## config.mk

```make
export PLATFORM = sky130hd
export DESIGN_NAME = price_feed_player
export DESIGN_NICKNAME = d
export VERILOG_FILES = /design/src/rtl/ema_sma_pkg.sv /design/src/rtl/tick_gen.sv /design/src/rtl/price_feed_player.sv
export SDC_FILE = /design/constraint.sdc
export NUM_CORES = 1
export LEC_CHECK = 0
export BUFFER_PORTS_ARGS = -buffer_cell sky130_fd_sc_hd__buf_4
export CELL_PAD_IN_SITES_DETAIL_PLACEMENT = 1
export CELL_PAD_IN_SITES_GLOBAL_PLACEMENT = 2
export CORE_MARGIN = 10
export CORE_UTILIZATION = 43
export DETAILED_ROUTE_END_ITERATION = 8
export PLACE_DENSITY = 0.78
export SETUP_SLACK_MARGIN = 0.4
export SYNTH_ARGS = -nofsm -noshare
export SYNTH_HDL_FRONTEND = slang
export SYNTH_HIERARCHICAL = 1
export SYNTH_SLANG_ARGS = --single-unit
```

## constraint.sdc

```tcl
create_clock -name clk -period 4.1 [get_ports clk]
set_clock_uncertainty 0.2 [all_clocks]
set_input_delay 0.205 -clock clk [delete_from_list [all_inputs] [get_ports clk]]
set_output_delay 0.205 -clock clk [all_outputs]
set_load 0.01 [all_outputs]
```

## src/rtl/ema_sma_pkg.sv

```systemverilog
// Shared constants and types for the SMA/EMA datapath and its stimulus player.
package ema_sma_pkg;

  localparam int PRICE_W          = 4;
  localparam int TICK_DIV_DEFAULT = 50_000_000;

  typedef enum logic {
    IDLE = 1'b0,
    PLAY = 1'b1
  } player_state_t;

endpackage

```

## src/rtl/tick_gen.sv

```systemverilog
// Cadence counter: counts 0..TICK_DIV-1 while enabled and flags the last count.
// clear restarts the period; the tick is a one-cycle pulse at the terminal count.
module tick_gen #(
  parameter int TICK_DIV = 50_000_000
) (
  input  logic clk,
  input  logic rst,
  input  logic clear,
  input  logic en,
  output logic tick
);

  localparam int CNT_W = (TICK_DIV > 1) ? $clog2(TICK_DIV) : 1;
  localparam logic [CNT_W-1:0] LAST = CNT_W'(TICK_DIV - 1);

  logic [CNT_W-1:0] cnt;

  // Period counter, wraps at LAST and restarts on clear.
  always_ff @(posedge clk or posedge rst) begin
    if (rst) begin
      cnt <= '0;
    end else if (clear) begin
      cnt <= '0;
    end else if (en) begin
      cnt <= (cnt == LAST) ? '0 : cnt + CNT_W'(1);
    end
  end

  assign tick = en && (cnt == LAST);

endmodule

```

## src/rtl/price_feed_player.sv

```systemverilog
// Replays a user-loaded sequence of price samples as strobe+data at a fixed cadence.
//
// state | meaning
// IDLE  | sequence may be loaded/cleared; start with a non-empty sequence begins playback
// PLAY  | one sample emitted immediately, then one every TICK_DIV cycles
module price_feed_player
  import ema_sma_pkg::*;
#(
  parameter int DEPTH    = 16,
  parameter int ADDR_W   = 4,
  parameter int PRICE_W  = ema_sma_pkg::PRICE_W,
  parameter int TICK_DIV = ema_sma_pkg::TICK_DIV_DEFAULT
) (
  input  logic               clk,
  input  logic               rst,
  input  logic               wr_en,
  input  logic [PRICE_W-1:0] wr_data,
  input  logic               clr,
  input  logic               start,
  input  logic               stop,
  input  logic               loop_en,
  output logic               sample_valid,
  output logic [PRICE_W-1:0] sample_data,
  output logic               busy,
  output logic [ADDR_W-1:0]  play_idx,
  output logic [ADDR_W:0]    count
);

  localparam logic [ADDR_W:0] DEPTH_C = (ADDR_W + 1)'(DEPTH);

  player_state_t state_q, state_d;

  logic [PRICE_W-1:0] mem [DEPTH];
  logic [ADDR_W-1:0]  idx_q;
  logic               first_q;
  logic               tick;

  logic start_ok;
  logic stop_now;
  logic due;
  logic last;
  logic wr_ok;

  // Next-state and control decode.
  always_comb begin
    state_d  = state_q;
    start_ok = 1'b0;
    stop_now = 1'b0;
    due      = 1'b0;
    last     = ({1'b0, idx_q} == (count - (ADDR_W + 1)'(1)));
    wr_ok    = 1'b0;
    case (state_q)
      IDLE: begin
        wr_ok    = wr_en && !clr && (count < DEPTH_C);
        start_ok = start && (count != '0);
        if (start_ok) state_d = PLAY;
      end
      PLAY: begin
        stop_now = stop;
        // stop beats a due emission: no strobe on that edge
        due = (first_q || tick) && !stop;
        if (stop_now) state_d = IDLE;
        else if (due && last && !loop_en) state_d = IDLE;
      end
      default: state_d = IDLE;
    endcase
  end

  // State register.
  always_ff @(posedge clk or posedge rst) begin
    if (rst) state_q <= IDLE;
    else     state_q <= state_d;
  end

  // Sequence length, playback pointer and registered outputs.
  always_ff @(posedge clk or posedge rst) begin
    if (rst) begin
      count        <= '0;
      idx_q        <= '0;
      first_q      <= 1'b0;
      play_idx     <= '0;
      sample_data  <= '0;
      sample_valid <= 1'b0;
      busy         <= 1'b0;
    end else begin
      sample_valid <= due;
      // busy follows PLAY but lags entry by one edge so it rises with the first strobe
      busy         <= (state_q == PLAY) && (state_d == PLAY);
      if (state_q == IDLE) begin
        if (clr)        count <= '0;
        else if (wr_ok) count <= count + (ADDR_W + 1)'(1);
      end
      if (start_ok) begin
        idx_q   <= '0;
        first_q <= 1'b1;
      end
      if (stop_now) first_q <= 1'b0;
      if (due) begin
        sample_data <= mem[idx_q];
        play_idx    <= idx_q;
        first_q     <= 1'b0;
        idx_q       <= last ? '0 : idx_q + ADDR_W'(1);
      end
    end
  end

  // Sample storage; contents are don't-care after reset.
  always_ff @(posedge clk) begin
    if (wr_ok) mem[count[ADDR_W-1:0]] <= wr_data;
  end

  // Cadence restarts on every emission, on entry to PLAY and on abort.
  tick_gen #(.TICK_DIV(TICK_DIV)) u_tick_gen (
    .clk  (clk),
    .rst  (rst),
    .clear(start_ok || due || stop_now),
    .en   (state_q == PLAY),
    .tick (tick)
  );

endmodule

```

## Word-level counts from Yosys, hierarchy flattened

Memories as Yosys holds them, arrays and structs flattened. A register that Yosys moved wholly into a read port is not among the register bits.
Index checks and enable logic that the tools add are counted.

- Register bits: 43
- RAM bits: 64
- Input bits: 11
- Output and inout bits: 15
- Logic and storage cells: 58
- Memories kept: 1

- Add/sub/neg operators: 4
- Magnitude comparators: 1
- Equality and inequality tests: 2
- Mux-type cells: 21
- Bitwise logic cells: 1
- Reductions and logical operators: 20

Memory list:

| memory | depth | width | rd ports | clocked after Yosys merged registers in | wr ports | RTL line | RTL |
|---|---|---|---|---|---|---|---|
| mem | 16 | 4 | 1 | 1 | 1 | price_feed_player.sv:33 | `logic [PRICE_W-1:0] mem [DEPTH];` |

Operators with widths:

| kind | count |
|---|---|
| $mux 26 | 3 |
| $add 26x1->26 const B | 1 |
| $eq 26x26->1 const B | 1 |
| $mux 1 | 12 |
| $mux 4 | 3 |
| $mux 5 | 2 |
| $logic_and 1x1->1 | 8 |
| $reduce_bool 2->1 | 3 |
| $add 5x1->5 const B | 1 |
| $eq 4x5->1 | 1 |
| $lt 5x5->1 const B | 1 |
| $reduce_bool 5->1 | 1 |
| $sub 5x1->5 const B | 1 |
| $add 4x1->4 const B | 1 |
| $logic_not 1->1 | 3 |
| $logic_or 1x1->1 | 3 |
| $reduce_bool 3->1 | 1 |
| $pmux 1 s2 | 1 |
| $reduce_and 2->1 | 1 |
| $not 1->1 | 1 |

## Longest topological paths before layout

Gate-level depths: netlist of the first run.

- Depth after elaboration: 10
- Gate-level depth with buffers: 12
- Mapped depth without buffers: 10

## By module

The synthesis of the first run kept the hierarchy.

Modules (own cells, without submodules):

| module | instances | cells each | area an instance (µm²) | sequential area each (µm²) |
|---|---|---|---|---|
| price_feed_player | 1 | 225 | 3,564.7 | 2,447.3 |
| tick_gen | 1 | 151 | 1,433.9 | 650.6 |

## Worst setup path after synthesis of the first run

OpenSTA, ideal clock, no wires.

- Path kind: reg-to-reg
- Start: register u_tick_gen.cnt[0]
- End: register u_tick_gen.cnt[18]
- Setup time: 0.077 ns
- Arrival time: 2.586 ns
- Data required time: 3.823 ns
- Path slack: 1.236 ns
- Cell stages (with the launch flop): 13
- Path buffers: 2
- Period minus slack after synthesis: 2.864 ns
- Path through: dfrtp_1 > ha_1 > nor4bb_1 > nand4_1 > nor3_1 > o31ai_1 > nand2_1 > buf_2 > o211a_1 > nand4_2 > buf_2 > or3_1 > a21oi_1

- Longest elaborated chain between the ends: 8
- Elaborated cells between the ends (all ways): 12
- Classes of those cells: add/sub (1); eq/ne (1); mux (4); reduce/logical (6)

Ends and longest elaborated chain:

| item | RTL line | RTL |
|---|---|---|
| from (decl) | tick_gen.sv:16 | `logic [CNT_W-1:0] cnt;` |
| from (signal assigned) | tick_gen.sv:25 | `cnt <= (cnt == LAST) ? '0 : cnt + CNT_W'(1);` |
| $eq 26x26->1 * | tick_gen.sv:29 | `assign tick = en && (cnt == LAST);` |
| $logic_and 1x1->1 * | tick_gen.sv:29 |  |
| net tick | price_feed_player.sv:36 | `logic tick;` |
| $logic_or 1x1->1 * | price_feed_player.sv:61 | `due = (first_q \|\| tick) && !stop;` |
| $logic_and 1x1->1 * | price_feed_player.sv:61 |  |
| $mux 1 * | price_feed_player.sv:52 | `case (state_q)` |
| $logic_or 1x1->1 * (2 in series) | price_feed_player.sv:116 | `.clear(start_ok \|\| due \|\| stop_now),` |
| $mux 26 / $reduce_bool 2->1 (equally long branches) | n/a |  |

The timed path passes the listed nets; every way through them passes the cells marked *. The select of a mux whose other input is x is not followed.
A chain may end at the register's enable or synchronous reset.

## Final worst setup path of the first run

- Start: register u_tick_gen.cnt[0]
- End: register u_tick_gen.cnt[22]

The elaborated chain is that of the path after synthesis.

==> results of run 1 <==
## layer usage
layer	vias to the layer above	track usage [%]
met1	1545	20.4
met3	9	2.81
met5	-	0
li1	1460	-
met2	55	20.8
met4	0	5.17
## repair_timing
action | in CTS | in global routing
hold buffers | 7 | 0
hold endpoints to repair | 112 | 0
setup endpoints to repair | 0 | 10
buffers inserted | 0 | 0
resized for setup | 0 | 3
## flip-flops by register name, summed over array words and instances (netlist names)
| name | cells |
|---|---|
| mem | 64 |
| u_tick_gen/cnt | 26 |
| count | 5 |
| idx_q | 4 |
| play_idx | 4 |
| sample_data | 4 |
| busy | 1 |
| first_q | 1 |
| sample_valid | 1 |
| state_q | 1 |
## critical path: cells and delay by family (launching register included)
family	cells	cell delay, ns
flip-flops	1	0.42
AND/OR/NAND/NOR	6	1.85
AO/OA/AOI/OAI	3	0.59
adder cells (fa/ha/maj)	1	0.22
## cell usage after synthesis (all sizes together), types with 8 or more instances
cell    instances
inv            15
dfrtp          47
a21oi          17
o31ai           9
mux2i           8
edfxtp         64
o21ai          16
nand2          34
nand4          10
nor3           11
buf            14
mux4           16
xor2           10
xnor2          11
nor2           33
## power groups by stage
stage / Combinational [mW] / Clock, mW / Sequential (mW)
finish: 0.701 / 0.794 / 1.35
global route: 0.781 / 0.864 / 1.37
CTS: 0.714 / 0.814 / 1.35
detailed placement: 0.703 / 0 / 1.37
global placement: 0.683 / 0 / 1.37
floorplan: 0.481 / 0 / 1.36
## worst min path at each step
stage,start,endpoint,slack [ns]
floorplan,rst,busy,-0.02
global placement,rst,play_idx[1],0.23
detailed placement,rst,sample_valid,0.25
CTS,clr,count[0],0.02
global route,clr,count[3],0.08
finish,clr,count[0],0.03
## area by class of cell
class / instances / area, µm²
clock buffers: 11 / 233
repair buffers: 36 / 288
multi-input cells: 233 / 1770
well taps: 143 / 179
fillers: 1153 / 5760
clock inverters: 4 / 30.0
inverters: 15 / 56.3
flip-flops and latches: 111 / 3100
## cells by family (layout without fill, tap and decap cells)
| kind of cell | Yosys count | count (layout) | synth area share [%] |
|---|---|---|---|
| simple gates | 128 | 128 | 14.0 |
| xor+xnor | 21 | 21 | 3.68 |
| compound gates | 54 | 54 | 6.96 |
| fa+ha+maj | 6 | 6 | 1.50 |
| flops | 111 | 111 | 62.0 |
| mux | 24 | 24 | 8.81 |
| buf+inv | 32 | 66 | 3.08 |
## stage by stage
stage	setup WS, ns	std cells	utilization [%]	hold WS, ns	power [mW]
finish	0.735	553	49.5	0.0254	2.85
global route	0.448	553	49.5	0.0816	3.01
CTS	0.453	553	49.4	0.0211	2.88
detailed placement	0.531	531	46.5	0.254	2.08
global placement	0.719	531	46.5	0.234	2.05
floorplan	1.24	376	-	-0.0185	1.84
==> results list, run 1 <==
- The run finished with clean final reports.
- Detailed routing placed a total of 531 µm of wire on met3.
* R2R cell count: 10
* EDFF count, synth: 64
- In this run, the number of DRC markers left after iteration 0 of detailed routing was 361.
* Startpoint of the lowest-slack register-to-register path: u_tick_gen/cnt[0]
- Port buffering added 25 buffers.
- The slowest stage of the critical path belongs to the cell sky130_fd_sc_hd__or4_1.
- Averaged over all synthesized cells, the footprint is 13.3 µm².
- Of the available clock period, the critical path in the final layout requires 82.1%.
- CTS tree: yes
- For the pin with the worst max-slew slack, the measured transition is 1.06 ns.
- Register clock-pin slew on the reported worst setup and hold paths: 0.07 ns
- Most used cells in the layout excluding fill and tap cells: sky130_fd_sc_hd__edfxtp_1, sky130_fd_sc_hd__dfrtp_1, sky130_fd_sc_hd__nand2_1, sky130_fd_sc_hd__nor2_1, sky130_fd_sc_hd__buf_4
* Final-report max-slew violation count: 0
* Post-synthesis instance total: 376
* Skew-Pair Late Insertion Delay: ~0.34 ns
- The most used flip-flop cell after synthesis is sky130_fd_sc_hd__edfxtp_1.
- After detailed placement, the total cell area comes to 0.00531 mm².
- Internal Pwr Total: 1.99 mW
- Wire length of the first global-routing pass: 18.4 mm
- Yosys top cell area share: 38.4%
- Top Layer Used: met4
- Counting flops and latches in the post-synthesis netlist gives between 100 and 150.
- Growth of design area from synthesis to finish: 13.1%
- Number of routed nets with antenna violations: 0
- RSZ-0062 raised after global routing: no
- Before antenna repair, the detailed router went through 4 iterations.
- Of all flip-flops after synthesis, the portion carrying an async set or reset was between 40% and 50%.
- Total number of placement rows: 39
* R2R setup slack: 0.74 ns
- For this design the ratio of total power to cell area is between 500 and 600 mW/mm².
- Pin placement for this block handled 26 I/O pins.
- The number of antenna violations at the first check in global routing is 0.
* Min-delay worst type: input pin to flip-flop
- The number of nets handed over by synthesis was between 300 and 400.
- Dividing the detail-routed via count by the number of cells gives about 5.5.
- Of all nets on the critical path, the largest fanout is 13.
- Proportion of layout cells with a drive suffix above 1: 17.6%
- In the final routed layout, each cell accounts on average for 19.9 µm.
- The final layout contains 423 nets.
* Global placement routability congestion: 0.774
- Vias in the first global route: 3329
* Most common cell after layout, fill and taps aside: sky130_fd_sc_hd__edfxtp_1
- Area of the die: 0.0163 mm²
* Critical Path AT: 3.43 ns
- Met2 routed wirelength: just over 5 mm
- Final design instance area without fill: about 0.0057 mm²
* Register area share after synthesis: about three fifths
- Walking the worst path, the cells encountered are ha_1 > nor4bb_1 > nand4_1 > nor3_2 > o31ai_1 > nand2_2 > o211a_1 > nand4_4 > or4_1 > a21oi_1.
* Number of max-cap violations: 0
- Vertical extent of the die: 128 µm
* Synth unique cells: 50
- Summed over all failing endpoints, the final setup total negative slack is 0 ns.
* Launching element of the worst setup path: u_tick_gen/cnt[0]
- STA classifies the critical path endpoint as a flip-flop.
- Fin crit period: 3.36 ns
- Wires add up to 11.0 mm.
- Min-Delay Path Depth: 4
- Proportion of power drawn by combinational gates: 24.6%
- The analysis attributes to cell leakage a power of between 2 and 2.5 nW.
- Yosys printed 6 warnings.
- By startpoint and endpoint, the worst setup path is classified as flip-flop to flip-flop.
- Startpoint class of the critical path: flip-flop
- Top post-synthesis cells by area: sky130_fd_sc_hd__edfxtp_1, sky130_fd_sc_hd__dfrtp_1, sky130_fd_sc_hd__mux4_2
- Width of the chip: 128 µm
- Total Routing Usage GR: ~14%
* Switching power summed over all nets: approximately 0.86 mW
- In this run the worst setup path terminates at u_tick_gen/cnt[22].
- CTS Buf Count: 9
- Setup-failing EPs final: 0
- In this run the standard cell core region covers about 0.011 mm².
- Number of remaining DRC errors: 0
- Entering global routing, the biggest net connects 27 pins.
- In this run, the clock network consumes ~28% of the power.
- CTS Buffer Depth: 2
- Effective utilization at floorplan: 43.8%
- Sequential Power Share: 47.5%
- Met1 Wirelength: 5.27 mm
- In this run switching power makes up a little under a third of total power.
- Destination of the worst register-to-register timing path: u_tick_gen/cnt[22]
* Synthesized area: 0.00500 mm²
- For the worst setup path, the data required time is 4.16 ns.
* CTS H-Tree Depth: 3
- CTS root buf: sky130_fd_sc_hd__clkbuf_16
* Leading area contributor after synthesis: sky130_fd_sc_hd__edfxtp_1
* Max VDD drop: 0.212 mV
* Relative slew slack: 29.4%
- Derived from the worst setup path, the maximum achievable clock frequency is about 0.30 GHz.
- Vias: about 3100
* Number of hold violations in the final report: 0
* Estimated wirelength of the detail-placed design: 7.68 mm
* Final global-route overflow total: 0
* Count of antenna diodes in the layout: 0
- Clock sink total: 111
* Slowest stage delay, CP: 0.55 ns
(Power assumes the default switching activity.)
==> run 2, diff against run 1 <==
- ABC_AREA: unset -> 1
- CORE_UTILIZATION: 43 -> 39
- PLACE_DENSITY: 0.78 -> 0.79
- clock period: 4.1 -> 3.1 ns (I/O delays scaled with it)
==> results list, run 2 <==
- Status: completed
- Width of the chip: between 100 and 150 µm
* Worst Tran Pin Value: between 1 and 1.5 ns
* Start-to-end type of the worst setup path: flip-flop to flip-flop
- The first global-routing pass estimated between 20 and 25 mm of wire.
- In this run the static leakage power is 2.59 nW.
* Global placement routability congestion: ~0.90
* Setup-failing EPs final: 0
* Flop and latch count out of synthesis: 111
- 0 antenna diodes ended up in the layout.
* Setup TNS: 0 ns
- Final layout net count: 661
* Clock sink total: 111
* Most used cells in the layout excluding fill and tap cells: sky130_fd_sc_hd__nand2_1, sky130_fd_sc_hd__nor2_1, sky130_fd_sc_hd__edfxtp_1, sky130_fd_sc_hd__nand3_1, sky130_fd_sc_hd__dfrtp_1
- EDFF count, synth: 64
* CTS Buf Count: 9
* Number of hold violations in the final report: 0
- In this run, flip-flops and latches consume a little over two fifths of the power.
* Avg Inst Size Synth: 9.09 µm²
- The core region is 0.0138 mm².
* Total Routing Usage GR: 15.0%
- Cells with a size suffix above 1 make up 18.0% of the layout.
- Setup repair after global routing could not meet its margin everywhere.
* Number of routed nets with antenna violations: 0
* Growth of design area from synthesis to finish: 15.6%
- Post-Route WL: 14.4 mm
* Number of placed instances, taps included: 793
- The multi-input combinational cells in the finished layout cover a total of 0.00207 mm².
- Number of max-cap violations: 0
- Entering global routing, the biggest net connects 34 pins.
* Min-Delay Path Depth: 5
- Fin crit period: around 2.6 ns
* GR Layer Usage met3: under 10%
* Worst-path maximum fanout: 9
- Dividing the detail-routed via count by the number of cells gives between 5 and 6.
- I/O pin count: 26
* CTS tree: yes
- Summing all flip-flop and latch instances after layout gives just over 0.003 mm².
* Total number of placement rows: 43
- Estimated wirelength of the detail-placed design: 10.3 mm
* Count of placed standard cells in the final layout, fillers left out: 829
* Most common cell in the synthesized netlist: sky130_fd_sc_hd__nand2_1
* Maximum clock frequency: 0.385 GHz
* Most used routing layer in global routing: met2
- Vertical extent of the die: 138 µm
* Grt met2 use: ~27%
* Number of remaining DRC errors: 0
- Power density over the cells: 691 mW/mm²
* Crit-path cells: ha_2 > nand2_2 > nand3b_1 > nor2_1 > nand2_1 > nor2_2 > o21ai_2 > inv_4 > a31oi_4 > nand2_2 > nor2_4 > inv_4 > buf_4 > nand2_1 > xor2_1 > nor2_1
* Crit end category: flip-flop
- After detailed routing, the average wire length per cell comes to 17.4 µm.
* First-pass DRT Iterations: 4
* Startpoint class of the critical path: flip-flop
- Final-report max-slew violation count: 0
* Clock share of power: 26.3%
- Slowest stage delay, CP: roughly 0.40 ns
- The biggest area contributor in the post-synthesis netlist is sky130_fd_sc_hd__edfxtp_1.
- The layout has 1634 filler cells.
- Proportion of power drawn by combinational gates: 32.0%
* Post-synthesis instance total: between 500 and 600
* Post-synthesis async set-or-reset flop share: 42.3%
- Summed over all nets, the switching power comes to 1.56 mW.
- Relative slew slack: 29.3%
- R2R cell count: 16
- Vias in the first global route: 4508
- Min-delay worst type: input pin to flip-flop
- The cell area that synthesis handed to floorplanning was 0.00544 mm².
- Post-synth net total: around 620
- Number of antenna violations at the first check in global routing: 0
- List of most frequent post-synthesis cells: sky130_fd_sc_hd__nand2_1, sky130_fd_sc_hd__nor2_1, sky130_fd_sc_hd__edfxtp_1
- The longest clock path from root to sink contains 2 buffers.
- Sw Share: 35.8%
* IO buf count: 25
* Yosys top cell area share: 35.3%
- Register area share after synthesis: 57.0%
- Leaving out fill and tap cells, the most frequent cell in the layout is sky130_fd_sc_hd__nand2_1.
* Top post-synthesis cells by area: sky130_fd_sc_hd__edfxtp_1, sky130_fd_sc_hd__dfrtp_1, sky130_fd_sc_hd__nand2_1
* Synth unique cells: 36
- The worst-case IR drop observed on VDD is 0.530 mV.
* Area of the die: ~0.019 mm²
* Skew-Pair Late Insertion Delay: 0.35 ns
* CTS H-Tree Depth: 3
* WP data required: between 3 and 4 ns
- Largest register FFs: 64
* Slowest stage cell, crit path: sky130_fd_sc_hd__dfrtp_1
- Global routing consumed, on the met1 layer, 17.2% of the routing resources.
* Internal Pwr Total: 2.79 mW
- The final critical path takes up between 80 and 90% of the cycle.
- Register clock-pin slew on the reported worst setup and hold paths: 0.07 ns
- Global routing finished with a remaining overflow of 0.
- For the worst setup path, the data arrival time is 2.63 ns.
* Vias: 4176
* Effective utilization at floorplan: 39.5%
- CTS root buf: sky130_fd_sc_hd__clkbuf_16
- Synth warnings: 6
- The first routing iteration left 156 violations.
- Top flip-flop cell by instance count after synthesis: sky130_fd_sc_hd__edfxtp_1
run 2: kinds of logic (layout without fill, tap and decap cells):
logic type / count (synthesis) / after routing / synth area share (%)
AO/OA/AOI/OAI: 31 / 31 / 3.47
flip-flops: 111 / 111 / 57.0
AND/OR/NAND/NOR: 374 / 374 / 30.0
XOR/XNOR: 12 / 12 / 1.93
adder cells (fa/ha/maj): 6 / 6 / 1.38
buffers and inverters: 64 / 115 / 6.21
run 2: path summary, 6_finish.rpt:
kind,startpoint,to,slack [ns]
hold reg to reg,play_idx[2],play_idx[2],0.29
setup reg to reg,u_tick_gen/cnt[0],u_tick_gen/cnt[15],0.51
max in group asynchronous,rst,u_tick_gen/cnt[10],1.55
hold / removal,wr_en,count[3],0.09
min in group asynchronous,rst,busy,0.34
setup / recovery,u_tick_gen/cnt[0],u_tick_gen/cnt[15],0.51
run 2: power groups by stage:
stage | logic (mW) | registers, mW | clock network (mW)
2_1_floorplan | 0.927 | 1.82 | 0
3_3_place_gp | 1.24 | 1.84 | 0
3_5_place_dp | 1.28 | 1.85 | 0
4_1_cts | 1.35 | 1.81 | 1.17
5_1_grt | 1.56 | 1.83 | 1.22
6_report | 1.39 | 1.81 | 1.14
run 2: layout make-up:
class,count,area share (%)
clock inverter,5,0.796
clock buffer,11,3.70
multi-input combinational,423,32.9
timing repair buffer,50,6.39
inverter,49,3.25
sequential,111,49.3
tap,180,3.58
run 2: stage by stage:
step	total power, mW	hold slack, ns	util (%)	cell area (µm²)	setup WS (ns)
2_1_floorplan	2.74	-0.0685	-	5440	0.421
3_3_place_gp	3.08	0.165	41.8	5750	0.133
3_5_place_dp	3.13	0.186	41.8	5750	0.00793
4_1_cts	4.33	0.0725	44.7	6160	0.395
5_1_grt	4.62	0.132	45.6	6280	0.371
6_report	4.34	0.0897	45.6	6280	0.506
run 2: repair_timing:
| item | CTS | global route |
|---|---|---|
| buffers inserted | 2 | 9 |
| hold buffers | 9 | 0 |
| setup endpoints to repair | 24 | 25 |
| pin swaps | 1 | 6 |
| endpoints found under the hold margin | 117 | 0 |
| gates resized for setup | 6 | 19 |
run 2: critical path, delay by kind of cell (launching register included):
kind	cells	cell delay, ns
adder cells (fa/ha/maj)	1	0.20
XOR/XNOR	1	0.15
AND/OR/NAND/NOR	9	0.82
AO/OA/AOI/OAI	2	0.38
flip-flops	1	0.40
buffers and inverters	3	0.33
run 2: per-layer routing:
layer	wire length (µm)	up-vias
met1	6160	2097
met4	232	0
met2	7750	29
met5	0	-
met3	279	15
li1	-	2035
==> run 3, diff against run 2 <==
- clock period: 3.1 -> 2.6 ns (I/O delays scaled with it)
==> results list, run 3 (same netlist as run 2, synthesis figures left out) <==
* Critical Path AT: roughly 2.6 ns
* Start-to-end type of the worst setup path: flip-flop to flip-flop
- From left edge to right edge, the die measures around 140 µm.
- Post-Route WL: 15.2 mm
- Fill cells in the final layout number 1621.
- Counting tap cells, the placed design contains a total of 824 instances.
- Power density over the cells: 809 mW/mm²
- Worst-case setup margin in the final layout: 0.0701 ns
* Placement-stage worst setup slack: -0.0350 ns
- Proportion of layout cells with a drive suffix above 1: 25.9%
- Pin count of the biggest net entering global routing: 38
- Slowest stage cell, crit path: sky130_fd_sc_hd__dfrtp_1
* Routed len/inst: 17.5 µm
* Count of placed standard cells in the final layout, fillers left out: 866
- Fin crit period: 2.53 ns
* Final layout net count: 698
- The detail route stage leaves a number of antenna-violating nets equal to 0.
- Worst-path maximum fanout: 5
* Skew-Pair Late Insertion Delay: approximately 0.36 ns
* Vias: 4369
- Maximum clock frequency: 0.395 GHz
* Setup-failing EPs final: 0
- For this design the static power due to leakage is approximately 2.8 nW.
* Worst path buffer plus inverter count: 3
- CTS tree: yes
- Vertical extent of the die: 138 µm
- Vias in the first global route: about 4600
- Startpoint class of the critical path: flip-flop
- Part of the cycle the worst path needs: 97.3%
- Status: completed
- No sink is reached through more buffers than the 2 on the longest clock path.
* Count of antenna diodes in the layout: 0
- Worst Tran Pin Value: 0.827 ns
* Total number of cells along the worst setup path: 18
- Startpoint of the lowest-slack register-to-register path: u_tick_gen/cnt[0]
* Startpoint of the lowest-slack hold path: wr_en
- The number of clock buffers added by TritonCTS is 9.
- Before antenna repair, the detailed router went through 4 iterations.
- CTS H-Tree Depth: 3
- Largest register FFs: 64
* WP data required: 2.65 ns
- The design draws 5.46 mW.
* Wire length of the first global-routing pass: 24.8 mm
- Cell Area, Placed: ~0.006 mm²
- The final-report max-slew violation count came to 0.
- Final global-route overflow total: 0
- I/O pin count: 26
* RSZ-0062 raised after global routing: yes
- The library cell used most frequently in the layout, excluding fill and tap cells, is sky130_fd_sc_hd__nand2_1.
* Total number of placement rows: 43
* Launching element of the worst setup path: u_tick_gen/cnt[0]
- Across the run, the number of max-cap violations was 0.
- Crit end category: flip-flop
- Min-Delay Path Depth: 5
- IO buf count: 25
- IR analysis of the VDD net gives a maximum drop of 0.341 mV.
- Global routing consumed, over all layers together, 16.1% of the routing resources.
- R2R cell count: 18
- CTS root buf: sky130_fd_sc_hd__clkbuf_16
* Slowest stage delay, CP: just over 0.4 ns
- In this run the standard cell core region covers 0.0138 mm².
- Global placement routability congestion: 0.844
* 1st-iter DRT viols: 235
- The signal on the critical path passes through ha_4 > nand2_2 > nand3b_1 > nor2_1 > nand2_2 > nor2_4 > o21ai_4 > inv_4 > a31oi_4 > nand2_2 > nor2_4 > buf_4 > buf_6 > nor2_4 > nand3_4 > nand2_1 > nand2_1 > nor2_2.
- Relative to the synthesized area, the layout overhead comes to 24.1%.
- Min-delay worst type: input pin to flip-flop
* Number of antenna violations at the first check in global routing: 0
- In the routed layout, each cell is associated on average with a via count of 5.05.
* CP delay by family, top: simple AND/OR/NAND/NOR gates
- Most used cells in the layout excluding fill and tap cells: sky130_fd_sc_hd__nand2_1, sky130_fd_sc_hd__buf_4, sky130_fd_sc_hd__nor2_1, sky130_fd_sc_hd__edfxtp_1, sky130_fd_sc_hd__nand3_1
* Area of the die: 0.0191 mm²
- The count of final hold-check violations was 0.
- Clock sink total: ~110
* Register clock-pin slew on the reported worst setup and hold paths: 0.07 ns
* Estimated wirelength of the detail-placed design: 10.9 mm
* Relative slew slack: 44.8%
* Final design instance area without fill: 0.00675 mm²
* Setup TNS: 0 ns
* Number of remaining DRC errors: 0
- Effective utilization at floorplan: around two fifths
## run 3: worst paths after layout
kind                                      end  slack (ns)
min                                  count[3]        0.09
min reg2reg                    sample_data[3]        0.30
min in group asynchronous   u_tick_gen/cnt[7]        0.22
max in group asynchronous            count[2]        1.37
max                        u_tick_gen/cnt[13]        0.07
max reg2reg                u_tick_gen/cnt[13]        0.07
## run 3: report_power, final
part	total [mW]	internal, mW	switching [mW]
clock	1.29	0.659	0.634
combinational	2.04	0.776	1.26
sequential	2.13	2.01	0.125
total	5.46	3.44	2.02
## run 3: what timing repair did
action                                  in CTS  in global routing
pin swaps                                   15                 21
hold buffers                                 9                  0
setup buffers                                9                  8
endpoints found under the setup margin      26                 67
endpoints found under the hold margin      116                  0
gates resized for setup                     18                 44
## run 3: per-stage QoR
| stage | hold slack [ns] | util [%] |
|---|---|---|
| after global routing | 0.120 | 49.0 |
| after CTS | 0.0752 | 47.3 |
| after global placement | 0.0313 | 43.8 |
| after detailed placement | 0.0390 | 43.8 |
| final | 0.0867 | 49.0 |
| after floorplan | -0.0935 | - |
## run 3: layout make-up
cell class | instances | area, µm² | share of cell area (%)
inverter | 49 | 206 | 3.06
clock inverter | 4 | 31.3 | 0.463
timing repair buffer | 87 | 702 | 10.4
sequential | 111 | 3100 | 45.9
multi-input combinational | 423 | 2250 | 33.3
tap | 180 | 225 | 3.34
clock buffer | 12 | 236 | 3.50
## run 3: tightest hold or removal path: cells and delay by family
family                 cells  cell delay [ns]
buffers and inverters      1             0.12
and+or+nand+nor            4             0.34
## run 3: layer usage
| layer | vias up | part of all wire [%] | track usage (%) |
|---|---|---|---|
| li1 | 2106 | - | - |
| met1 | 2189 | 48 | 22.3 |
| met2 | 62 | 46 | 25.0 |
| met3 | 12 | 3.6 | 2.26 |
| met4 | 0 | 1.6 | 5.94 |
| met5 | - | 0 | 0 |
